==> src/rtl/cw305_aes_batch_sched_pkg.sv <==
// Shared types for the CW305 AES batch sequencer: FSM state encoding and,
// when CW305_BATCH_LFSR_EN is defined, the Galois LFSR step used for text generation.
package cw305_aes_batch_sched_pkg;

    typedef enum logic [2:0] {
        ST_IDLE      = 3'd0,
        ST_WAIT_RDY  = 3'd1,
        ST_START     = 3'd2,
        ST_WAIT_DONE = 3'd3,
        ST_GAP       = 3'd4,
        ST_FINISH    = 3'd5
    } state_e;

`ifdef CW305_BATCH_LFSR_EN
    localparam logic [127:0] LFSR_POLY = 128'h87;

    function automatic logic [127:0] lfsr_step(input logic [127:0] text);
        lfsr_step = {text[126:0], 1'b0} ^ (text[127] ? LFSR_POLY : 128'h0);
    endfunction
`endif

endpackage

==> src/rtl/cw305_aes_batch_sched_textgen.sv <==
// Combinational next-plaintext generator: chain (last cipher), increment, or
// Galois LFSR step when CW305_BATCH_LFSR_EN is defined.
module cw305_aes_batch_sched_textgen
    import cw305_aes_batch_sched_pkg::*;
#(
    parameter int pPT_WIDTH = 128
) (
    input  logic                 i_chain,
    input  logic [pPT_WIDTH-1:0] i_text,
    input  logic [pPT_WIDTH-1:0] i_cipher,
    output logic [pPT_WIDTH-1:0] o_next
);

    // Next-text selection
    always_comb begin
        o_next = '0;
        if (i_chain) begin
            o_next = i_cipher;
        end else begin
`ifdef CW305_BATCH_LFSR_EN
            o_next = lfsr_step(i_text);
`else
            o_next = i_text + {{(pPT_WIDTH-1){1'b0}}, 1'b1};
`endif
        end
    end

endmodule

==> src/rtl/cw305_aes_batch_sched.sv <==
// Batch sequencer driving the AES core: FSM, gap/iteration counters, done-edge
// detect and capture registers. Optional LFSR text mode: CW305_BATCH_LFSR_EN.
module cw305_aes_batch_sched
    import cw305_aes_batch_sched_pkg::*;
#(
    parameter int pPT_WIDTH  = 128,
    parameter int pCNT_WIDTH = 16,
    parameter int pGAP_WIDTH = 8
) (
    input  logic                  crypto_clk,
    input  logic                  reset_n,
    input  logic                  batch_go,
    input  logic                  batch_abort,
    input  logic [pCNT_WIDTH-1:0] cfg_count,
    input  logic [pGAP_WIDTH-1:0] cfg_gap,
    input  logic                  cfg_chain,
    input  logic [pPT_WIDTH-1:0]  seed_text,
    input  logic                  I_ready,
    input  logic                  I_done,
    input  logic [pPT_WIDTH-1:0]  I_cipherout,
    output logic                  O_start,
    output logic [pPT_WIDTH-1:0]  O_textin,
    output logic                  O_busy,
    output logic                  O_batch_done,
    output logic                  O_aborted,
    output logic [pCNT_WIDTH-1:0] O_iter,
    output logic [pPT_WIDTH-1:0]  O_last_cipher
);

    localparam logic [pCNT_WIDTH-1:0] CNT_ONE = {{(pCNT_WIDTH-1){1'b0}}, 1'b1};
    localparam logic [pGAP_WIDTH-1:0] GAP_ONE = {{(pGAP_WIDTH-1){1'b0}}, 1'b1};

    state_e                r_state, w_state_nxt;
    logic [pCNT_WIDTH-1:0] r_count, r_iter;
    logic [pGAP_WIDTH-1:0] r_gap, r_gap_cnt;
    logic                  r_chain, r_done_d, r_start, r_busy, r_batch_done, r_aborted;
    logic [pPT_WIDTH-1:0]  r_textin, r_last_cipher;
    logic [pPT_WIDTH-1:0]  w_next_text, w_seed_text;
    logic [pCNT_WIDTH-1:0] w_iter_inc;
    logic                  w_done_edge, w_go_ok, w_abort_take;

    assign w_done_edge  = I_done & ~r_done_d;
    assign w_go_ok      = batch_go & ~batch_abort;
    assign w_iter_inc   = r_iter + CNT_ONE;
    // FINISH always returns to IDLE, so a held abort cannot trap the FSM there
    assign w_abort_take = batch_abort && (r_state != ST_IDLE) && (r_state != ST_FINISH);

    cw305_aes_batch_sched_textgen #(.pPT_WIDTH(pPT_WIDTH)) u_textgen (
        .i_chain  (r_chain),
        .i_text   (r_textin),
        .i_cipher (I_cipherout),
        .o_next   (w_next_text)
    );

    // Seed selection at batch start
    always_comb begin
        w_seed_text = seed_text;
`ifdef CW305_BATCH_LFSR_EN
        if (!cfg_chain && (seed_text == '0)) begin
            w_seed_text = {{(pPT_WIDTH-1){1'b0}}, 1'b1};
        end else begin
            w_seed_text = seed_text;
        end
`endif
    end

    // Next-state logic
    always_comb begin
        w_state_nxt = r_state;
        case (r_state)
            ST_IDLE: begin
                if (w_go_ok) begin
                    w_state_nxt = (cfg_count == '0) ? ST_FINISH : ST_WAIT_RDY;
                end else begin
                    w_state_nxt = ST_IDLE;
                end
            end
            ST_WAIT_RDY: begin
                if (batch_abort)  w_state_nxt = ST_FINISH;
                else if (I_ready) w_state_nxt = ST_START;
                else              w_state_nxt = ST_WAIT_RDY;
            end
            ST_START: begin
                if (batch_abort) w_state_nxt = ST_FINISH;
                else             w_state_nxt = ST_WAIT_DONE;
            end
            ST_WAIT_DONE: begin
                if (w_done_edge) begin
                    if (batch_abort || (w_iter_inc == r_count)) w_state_nxt = ST_FINISH;
                    else if (r_gap == '0)                       w_state_nxt = ST_WAIT_RDY;
                    else                                        w_state_nxt = ST_GAP;
                end else if (batch_abort) begin
                    w_state_nxt = ST_FINISH;
                end else begin
                    w_state_nxt = ST_WAIT_DONE;
                end
            end
            ST_GAP: begin
                if (batch_abort)          w_state_nxt = ST_FINISH;
                else if (r_gap_cnt == '0) w_state_nxt = ST_WAIT_RDY;
                else                      w_state_nxt = ST_GAP;
            end
            ST_FINISH: w_state_nxt = ST_IDLE;
            default:   w_state_nxt = ST_IDLE;
        endcase
    end

    // State, datapath and registered outputs
    always_ff @(posedge crypto_clk) begin
        if (!reset_n) begin
            r_state       <= ST_IDLE;
            r_count       <= '0;
            r_iter        <= '0;
            r_gap         <= '0;
            r_gap_cnt     <= '0;
            r_chain       <= 1'b0;
            r_done_d      <= 1'b0;
            r_start       <= 1'b0;
            r_busy        <= 1'b0;
            r_batch_done  <= 1'b0;
            r_aborted     <= 1'b0;
            r_textin      <= '0;
            r_last_cipher <= '0;
        end else begin
            r_state      <= w_state_nxt;
            r_done_d     <= I_done;
            r_start      <= (w_state_nxt == ST_START);
            r_busy       <= (w_state_nxt != ST_IDLE);
            r_batch_done <= (r_state == ST_FINISH);
            case (r_state)
                ST_IDLE: begin
                    if (w_go_ok) begin
                        r_count   <= cfg_count;
                        r_gap     <= cfg_gap;
                        r_chain   <= cfg_chain;
                        r_textin  <= w_seed_text;
                        r_iter    <= '0;
                        r_aborted <= 1'b0;
                    end
                end
                ST_WAIT_DONE: begin
                    if (w_done_edge) begin
                        r_last_cipher <= I_cipherout;
                        r_iter        <= w_iter_inc;
                        r_textin      <= w_next_text;
                        r_gap_cnt     <= r_gap - GAP_ONE;
                    end
                end
                ST_GAP: begin
                    if (r_gap_cnt != '0) r_gap_cnt <= r_gap_cnt - GAP_ONE;
                end
                default: begin
                end
            endcase
            if (w_abort_take) r_aborted <= 1'b1;
        end
    end

    assign O_start       = r_start;
    assign O_textin      = r_textin;
    assign O_busy        = r_busy;
    assign O_batch_done  = r_batch_done;
    assign O_aborted     = r_aborted;
    assign O_iter        = r_iter;
    assign O_last_cipher = r_last_cipher;

endmodule
==> config.mk <==
export PLATFORM = sky130hd
export DESIGN_NAME = cw305_aes_batch_sched
export DESIGN_NICKNAME = d
export VERILOG_FILES = /design/src/rtl/cw305_aes_batch_sched_pkg.sv /design/src/rtl/cw305_aes_batch_sched_textgen.sv /design/src/rtl/cw305_aes_batch_sched.sv
export SDC_FILE = /design/constraint.sdc
export NUM_CORES = 1
export LEC_CHECK = 0
export ABC_AREA = 0
export BUFFER_PORTS_ARGS = -buffer_cell sky130_fd_sc_hd__buf_2
export CAP_MARGIN = 5
export CORE_UTILIZATION = 30
export CTS_CLUSTER_SIZE = 16
export DETAILED_ROUTE_END_ITERATION = 16
export SLEW_MARGIN = 20
export SYNTH_ARGS = -nofsm -noshare
export SYNTH_HDL_FRONTEND = slang
export SYNTH_SLANG_ARGS = --single-unit
==> constraint.sdc <==
create_clock -name crypto_clk -period 5.6 [get_ports crypto_clk]
set_input_delay 1.12 -clock crypto_clk [delete_from_list [all_inputs] [get_ports crypto_clk]]
set_output_delay 1.12 -clock crypto_clk [all_outputs]
set_load 0.005 [all_outputs]
==> results.yml, run 1 <==
routing:
  drcViolationCount: 0
  drt_iter0_markers: 1699
  ant_nets: 0
  routedWlPerCell_um: 21.0
  vias: 20000
  avgViaCountPerCell: 5.53
  wirelength_um: 76200
  firstDrtPassIters: 5
sta:
  fin_crit_sh_pct: 65.7
  worst_pin_slew_ps: 1060
  fmax_mhz: 272
  slew-limit-headroom_pct: 28.8
  slew_viol_final: 0
  rsz0062_at_grt: "false"
  worst_slack_ps: 1920
  fin_crit_ps: 3680
  tns_ps: 0
  hold_viol: 0
  worst_hold_slack_ps: 450
  skew_ps: 16.3
  finalSetupViolations: 0
floorplan:
  rows: 87
  io_pins: 563
  die_w_um: 243
  die-area_sq_um: 58800
  core_sq_um: 56800
  die_h_um: 243
  initial_utilization_pct: 30.5
clock_tree:
  cts_root_buf: "clkbuf_16"
  cts_resized: 0
  holdBufCountCts: 0
  path_clk_slew_ps: 60
  cts_tree: "built"
  cts_htree_levels: 2
  cts_buffers: 40
  clkLatencyLatePin_ps: 560
  clk_path_buf_depth: 3
  cts_sinks: 313
  cts_setup_buffers: 0
final_layout:
  nNetsFinal: 3121
  syn_to_final_growth_pct: 26.6
  drive_above_1_share_pct: 24.0
  post-route-util_pct: 38.7
  fillers: 6145
critical_path:
  path_buf_inv: 0
  required_ps: 6010
  cp.arrival_ps: 4090
  regToRegSetupSlack_ps: 1920
  critPathCaptureType: "flip-flop"
  r2r-start: "O_textin[33]$_SDFFE_PN0P_"
  reg2reg_to: "O_textin[127]$_SDFFE_PN0P_"
  critPathLaunchType: "flip-flop"
  critPathMaxFanout: 11
  max_stage_delay_ps: 1070
  cp_top_family: "simple AND/OR/NAND/NOR gates"
  r2r_cells: 7
  path_class: "flip-flop to flip-flop"
  crit_slowest_cell: "nor4_2"
  path_cells: "and4_1 -> and3_1 -> nand3_1 -> nor4_2 -> nand4_1 -> mux2i_1 -> a21oi_1"
synthesis:
  seq_area_frac_synth_pct: 36.1
  synth_top_flop_cell: "dfxtp_1"
  synthDistinctLibCells: 75
  synth_edf_count: 0
  yosysWarningCount: 0
  synth_top_area_share_pct: 36.1
  yosys.area.top_type: "dfxtp_1"
  synth_area_sq_um: 17400
  synth_top_cells_by_area: "dfxtp_1 (36%), nand2_1 (10%), a21oi_1 (9.1%)"
  async_flop_share_pct: 0
  ys_seq_elements: 313
  syn_nets: 2685
  netlist_instances: 2395
  syn_area_per_cell_sq_um: 7.25
global_route:
  overflow: 0
  antenna_found_initial: 6
  grt_max_degree: 143
  grt_pass1_vias: 18700
  grt_pass1_wl_um: 115000
  grt_usage_pct: 24.8
run_status:
  status: "finished, final reports clean"
job:
  cap_violations: 0
place:
  place_congestion: 0.943
  post-dp-hpwl_um: 54900
  pre_cts_slack_ps: 1940
  port_buffers: 562
hold_path:
  hold_path.class: "flip-flop to flip-flop"
  min_path_cells: 2
  whs_endpoint: "O_last_cipher[101]$_SDFFE_PN0P_"
  hp-start: "O_last_cipher[101]$_SDFFE_PN0P_"
power_and_ir_drop:
  p_leak_nw: 8.63
  peakVddDrop_mv: 0.236
  p_total_mw: 5.86
  cellPowerDensity_nw_per_um2: 267
==> synthesized netlist by cell type, types with 9 or more instances <==
cell,count
o31a_1,9
nor4_1,37
buf_1,24
nand4_1,52
and3_1,50
and4_1,26
inv_1,21
o21ai_0,160
or3_1,20
nand2_1,483
nor2b_1,10
nand2b_1,10
or4_1,9
a211oi_1,43
clkbuf_1,164
nor3_1,55
nand3_1,107
xnor2_1,38
o211ai_1,34
dfxtp_1,313
and2_1,13
xor2_1,36
mux2i_1,30
a21oi_1,314
a311oi_1,12
o21a_1,10
a31oi_1,34
nor2_1,123
o22ai_1,28
==> flip-flops by register name, summed over array words and instances, names as in the netlist, 3 cells and up <==
register	flops
O_iter	16
O_last_cipher	128
O_textin	128
r_count	16
r_gap_cnt	8
r_state	3
r_gap	8
==> metrics by stage <==
step                instance area [sq um]  std cells
finish                              22000       3618
global route                        22000       3617
global placement                    20600       3545
detailed placement                  20700       3545
floorplan                           17400       2395
CTS                                 22000       3614
==> cell usage in the layout, fill, tap and decap left out, drive strengths merged, types with 12 or more instances in the layout <==
cell / instances
a311oi: 12
nand4: 54
o21ai: 160
a211oi: 43
xnor2: 38
buf: 589
and3: 50
nand2: 484
o211ai: 34
or3: 20
nor2: 123
nor3: 57
and2: 14
a31oi: 34
clkbuf: 61
a21oi: 314
mux2i: 30
o22ai: 28
inv: 21
dfxtp: 313
and4: 28
xor2: 36
nor4: 42
nand3: 109
==> layout make-up <==
cell class	count	area (sq um)	area share (%)
Inverter	21	86.3	0.393
Clock buffer	61	1200	5.47
Antenna cell	4	10.0	0.0456
Tap cell	756	946	4.31
Multi-Input combinational cell	1866	10300	47.0
Timing Repair Buffer	589	3030	13.8
Sequential cell	313	6270	28.5
Clock inverter	8	100	0.456
==> where the power goes <==
part           switching, mW  total (mW)  internal [mW]
registers              0.166        2.49           2.33
clock network           1.05        2.62           1.56
logic                  0.447       0.753          0.306
total                   1.67        5.86           4.20
==> how the worst max path moves through the flow <==
stage,startpoint,to,depth (start not counted)
CTS,O_textin[33]$_SDFFE_PN0P_,O_textin[103]$_SDFFE_PN0P_,7
finish,O_textin[33]$_SDFFE_PN0P_,O_textin[127]$_SDFFE_PN0P_,7
global placement,I_done,O_textin[96]$_SDFFE_PN0P_,8
global route,O_textin[33]$_SDFFE_PN0P_,O_textin[103]$_SDFFE_PN0P_,7
detailed placement,batch_abort,O_textin[33]$_SDFFE_PN0P_,9
floorplan,batch_abort,O_textin[54]$_SDFFE_PN0P_,9
==> per-layer routing <==
metal | part of all wire [%] | global-route usage [%] | routed length [um] | vias to the layer above
met5 | 0.055 | 0 | 42 | -
met2 | 47 | 40.5 | 35700 | 914
met4 | 2.9 | 8.21 | 2230 | 6
li1 | - | - | - | 9546
met1 | 42 | 32.0 | 31700 | 9403
met3 | 8.6 | 5.78 | 6530 | 133
==> logic make-up (layout without fill, tap and decap cells) <==
family	after synthesis	in the layout	share of synthesized area [%]
AO/OA/AOI/OAI	725	725	24.8
XOR/XNOR	74	74	3.73
adder cells (fa/ha/maj)	3	3	0.216
buffers and inverters	216	679	4.80
flip-flops	313	313	36.1
multiplexers	31	31	1.80
other	0	4	0
AND/OR/NAND/NOR	1033	1033	28.6
==> worst register-to-register path, stage by stage, from the launching register on <==
cell	delay, ps
dfxtp_1	490
and4_1	290
and3_1	420
nand3_1	610
nor4_2	1070
nand4_1	270
mux2i_1	290
a21oi_1	90
Note: power is estimated with default switching activity, not from simulation.
==> run 2, diff against run 1 <==
- ABC_AREA: 0 -> 1
- clock period: 5.6 -> 3.35 ns (I/O delays scaled with it)
==> run 2 against run 1 <==
Compared with the run above: clock skew up 24 ps; critical endpoint is now O_textin[96]$_SDFFE_PN0P_; combinational power up 91%; first-iteration DRC count is 0.88% lower; global-route usage grew 4.0 points; design area grew 7.0%; setup slack worse by 1600 ps.
==> results.yml, run 2 <==
power_and_ir_drop:
  cellPowerDensity_nw_per_um2: 431
  p_leak_nw: 10.2
  peakVddDrop_mv: 0.286
final_layout:
  nNetsFinal: 3708
  fillers: 6723
  syn_to_final_growth_pct: 26.2
  post-route-util_pct: 38.6
  layout_common_cells: "buf_2 (561), nor2_1 (506), nand2_1 (468), o21ai_0 (347), a21oi_1 (328)"
  drive_above_1_share_pct: 22.3
  final_area_sq_um: 23500
  mostFrequentLayoutCell: "buf_2"
critical_path:
  critPathMaxFanout: 7
  regToRegSetupSlack_ps: 300
  max_stage_delay_ps: 490
  path_buf_inv: 1
  path_cells: "ha_1 -> nand3_2 -> inv_2 -> nand2_2 -> nor3_4 -> nand2_1 -> o21ai_0 -> nand3_1 -> o211ai_1 -> a21oi_1"
  reg2reg_to: "O_textin[96]$_SDFFE_PN0P_"
  cp.arrival_ps: 3510
  path_class: "flip-flop to flip-flop"
  r2r_cells: 10
  r2r-start: "O_textin[0]$_SDFFE_PN0P_"
  crit_slowest_cell: "dfxtp_1"
  required_ps: 3810
  critPathCaptureType: "flip-flop"
  critPathLaunchType: "flip-flop"
  cp_top_family: "simple AND/OR/NAND/NOR gates"
floorplan:
  initial_utilization_pct: 30.6
  die_w_um: 251
  die_h_um: 251
  core_sq_um: 60800
  io_pins: 563
  die-area_sq_um: 63100
  rows: 90
global_route:
  grt_pass1_wl_um: 138000
  grt_usage_pct: 28.8
  overflow: 0
  grt_pass1_vias: 21200
  antenna_found_initial: 6
  grt_max_degree: 152
routing:
  vias: 22200
  routedWlPerCell_um: 22.2
  wirelength_um: 93700
  avgViaCountPerCell: 5.26
  drt_iter0_markers: 1684
  ant_nets: 0
  firstDrtPassIters: 6
  drcViolationCount: 0
synthesis:
  netlist_instances: 2935
  seq_area_frac_synth_pct: 33.6
  async_flop_share_pct: 0
  synthDistinctLibCells: 48
  yosysMostFrequentCell: "nor2_1"
  ys_seq_elements: 313
  synth_area_sq_um: 18600
  ys_top_cells_by_count: "nor2_1 (507), nand2_1 (468), o21ai_0 (347)"
  synth_top_cells_by_area: "dfxtp_1 (34%), nor2_1 (10%), nand2_1 (9.4%)"
  syn_nets: 3225
  yosys.area.top_type: "dfxtp_1"
  synth_top_area_share_pct: 33.6
  syn_area_per_cell_sq_um: 6.35
  yosysWarningCount: 0
  synth_top_flop_cell: "dfxtp_1"
  synth_edf_count: 0
clock_tree:
  cts_resized: 0
  cts_buffers: 39
  cts_htree_levels: 2
  cts_setup_buffers: 0
  cts_root_buf: "clkbuf_16"
  clk_path_buf_depth: 3
  cts_sinks: 313
  cts_tree: "built"
  path_clk_slew_ps: 60
  clkLatencyLatePin_ps: 590
  holdBufCountCts: 0
hold_path:
  whs_endpoint: "r_done_d$_SDFF_PN0_"
  hp-start: "I_done"
  hold_path.class: "primary input to flip-flop"
  min_path_cells: 3
sta:
  slew-limit-headroom_pct: 38.7
  rsz0062_at_grt: "false"
  hold_viol: 0
  fin_crit_ps: 3050
  worst_pin_slew_ps: 919
  tns_ps: 0
  worst_slack_ps: 301
  fmax_mhz: 328
  finalSetupViolations: 0
  fin_crit_sh_pct: 91.0
  slew_viol_final: 0
  skew_ps: 39.9
place:
  post-dp-hpwl_um: 73300
  place_congestion: 1.07
  pre_cts_slack_ps: 442
  place_area_sq_um: 22200
  port_buffers: 562
job:
  cap_violations: 0
run_status:
  status: "finished, final reports clean"
## run 2: cell count changes after synthesis, sizes merged, moves of 30 or more
cell,previous run,this run
nor2,123,540
inv,21,233
o21ai,160,355
nand3,109,167
and3,50,1
a211oi,43,0
clkbuf,164,130
mux2i,30,0
or2,2,32
## run 2: metrics by stage
step	hold slack [ps]	total power [mW]	cells
after floorplan	444	4.94	2935
after global placement	459	5.72	4159
after detailed placement	460	5.72	4159
after CTS	272	10.2	4227
after global routing	325	10.6	4228
final	304	10.1	4229
## run 2: report_power, final
| part | internal (mW) | switching, mW |
|---|---|---|
| clock | 2.66 | 1.83 |
| sequential | 3.91 | 0.295 |
| combinational | 0.536 | 0.905 |
## run 2: worst register-to-register path: cells and delay by family (launching register included)
kind                       cells  cell delay (ps)
AOI/OAI and AO/OA              3              570
adders and majority gates      1              280
buffers and inverters          1              170
DFF                            1              490
and+or+nand+nor                5             1430
## run 2: worst max path at each step
stage / from / to / slack, ps / cells after the start
final: O_textin[0]$_SDFFE_PN0P_ / O_textin[96]$_SDFFE_PN0P_ / 300 / 10
after floorplan: O_textin[0]$_SDFFE_PN0P_ / O_textin[58]$_SDFFE_PN0P_ / 1380 / 11
after detailed placement: O_textin[0]$_SDFFE_PN0P_ / O_textin[96]$_SDFFE_PN0P_ / 440 / 10
after global routing: O_textin[0]$_SDFFE_PN0P_ / O_textin[96]$_SDFFE_PN0P_ / 230 / 10
after global placement: O_textin[0]$_SDFFE_PN0P_ / O_textin[96]$_SDFFE_PN0P_ / 510 / 10
after CTS: O_textin[0]$_SDFFE_PN0P_ / O_textin[96]$_SDFFE_PN0P_ / 430 / 10
## run 2: routing by layer
metal | part of all wire [%] | vias up | global-route usage, %
met2 | 47 | 775 | 48.4
met3 | 6.4 | 128 | 5.58
met5 | 0.029 | - | 0
met1 | 44 | 10500 | 37.4
li1 | - | 10800 | -
met4 | 2.7 | 4 | 7.91
## run 2: logic make-up (layout without fill, tap and decap cells)
logic type                 after synthesis  in the layout  synth area share [%]
DFF                                    313            313                  33.6
xor gates and xnor gates                61             61                  3.02
buffers and inverters                  390            900                  8.01
other                                    0              2                     0
and+or+nand+nor                       1392           1392                  33.0
AOI/OAI and AO/OA                      776            776                  22.1
adders and majority gates                3              3                 0.202
## run 2: area by class of cell
| class | count | area [sq um] | area share (%) |
|---|---|---|---|
| clock buffers | 51 | 1080 | 4.60 |
| well taps | 782 | 978 | 4.16 |
| multi-input cells | 2232 | 10900 | 46.3 |
| flip-flops and latches | 313 | 6270 | 26.7 |
| diodes | 2 | 5.00 | 0.0213 |
| repair buffers | 598 | 3170 | 13.5 |
| clock inverters | 17 | 229 | 0.974 |
| inverters | 234 | 893 | 3.80 |
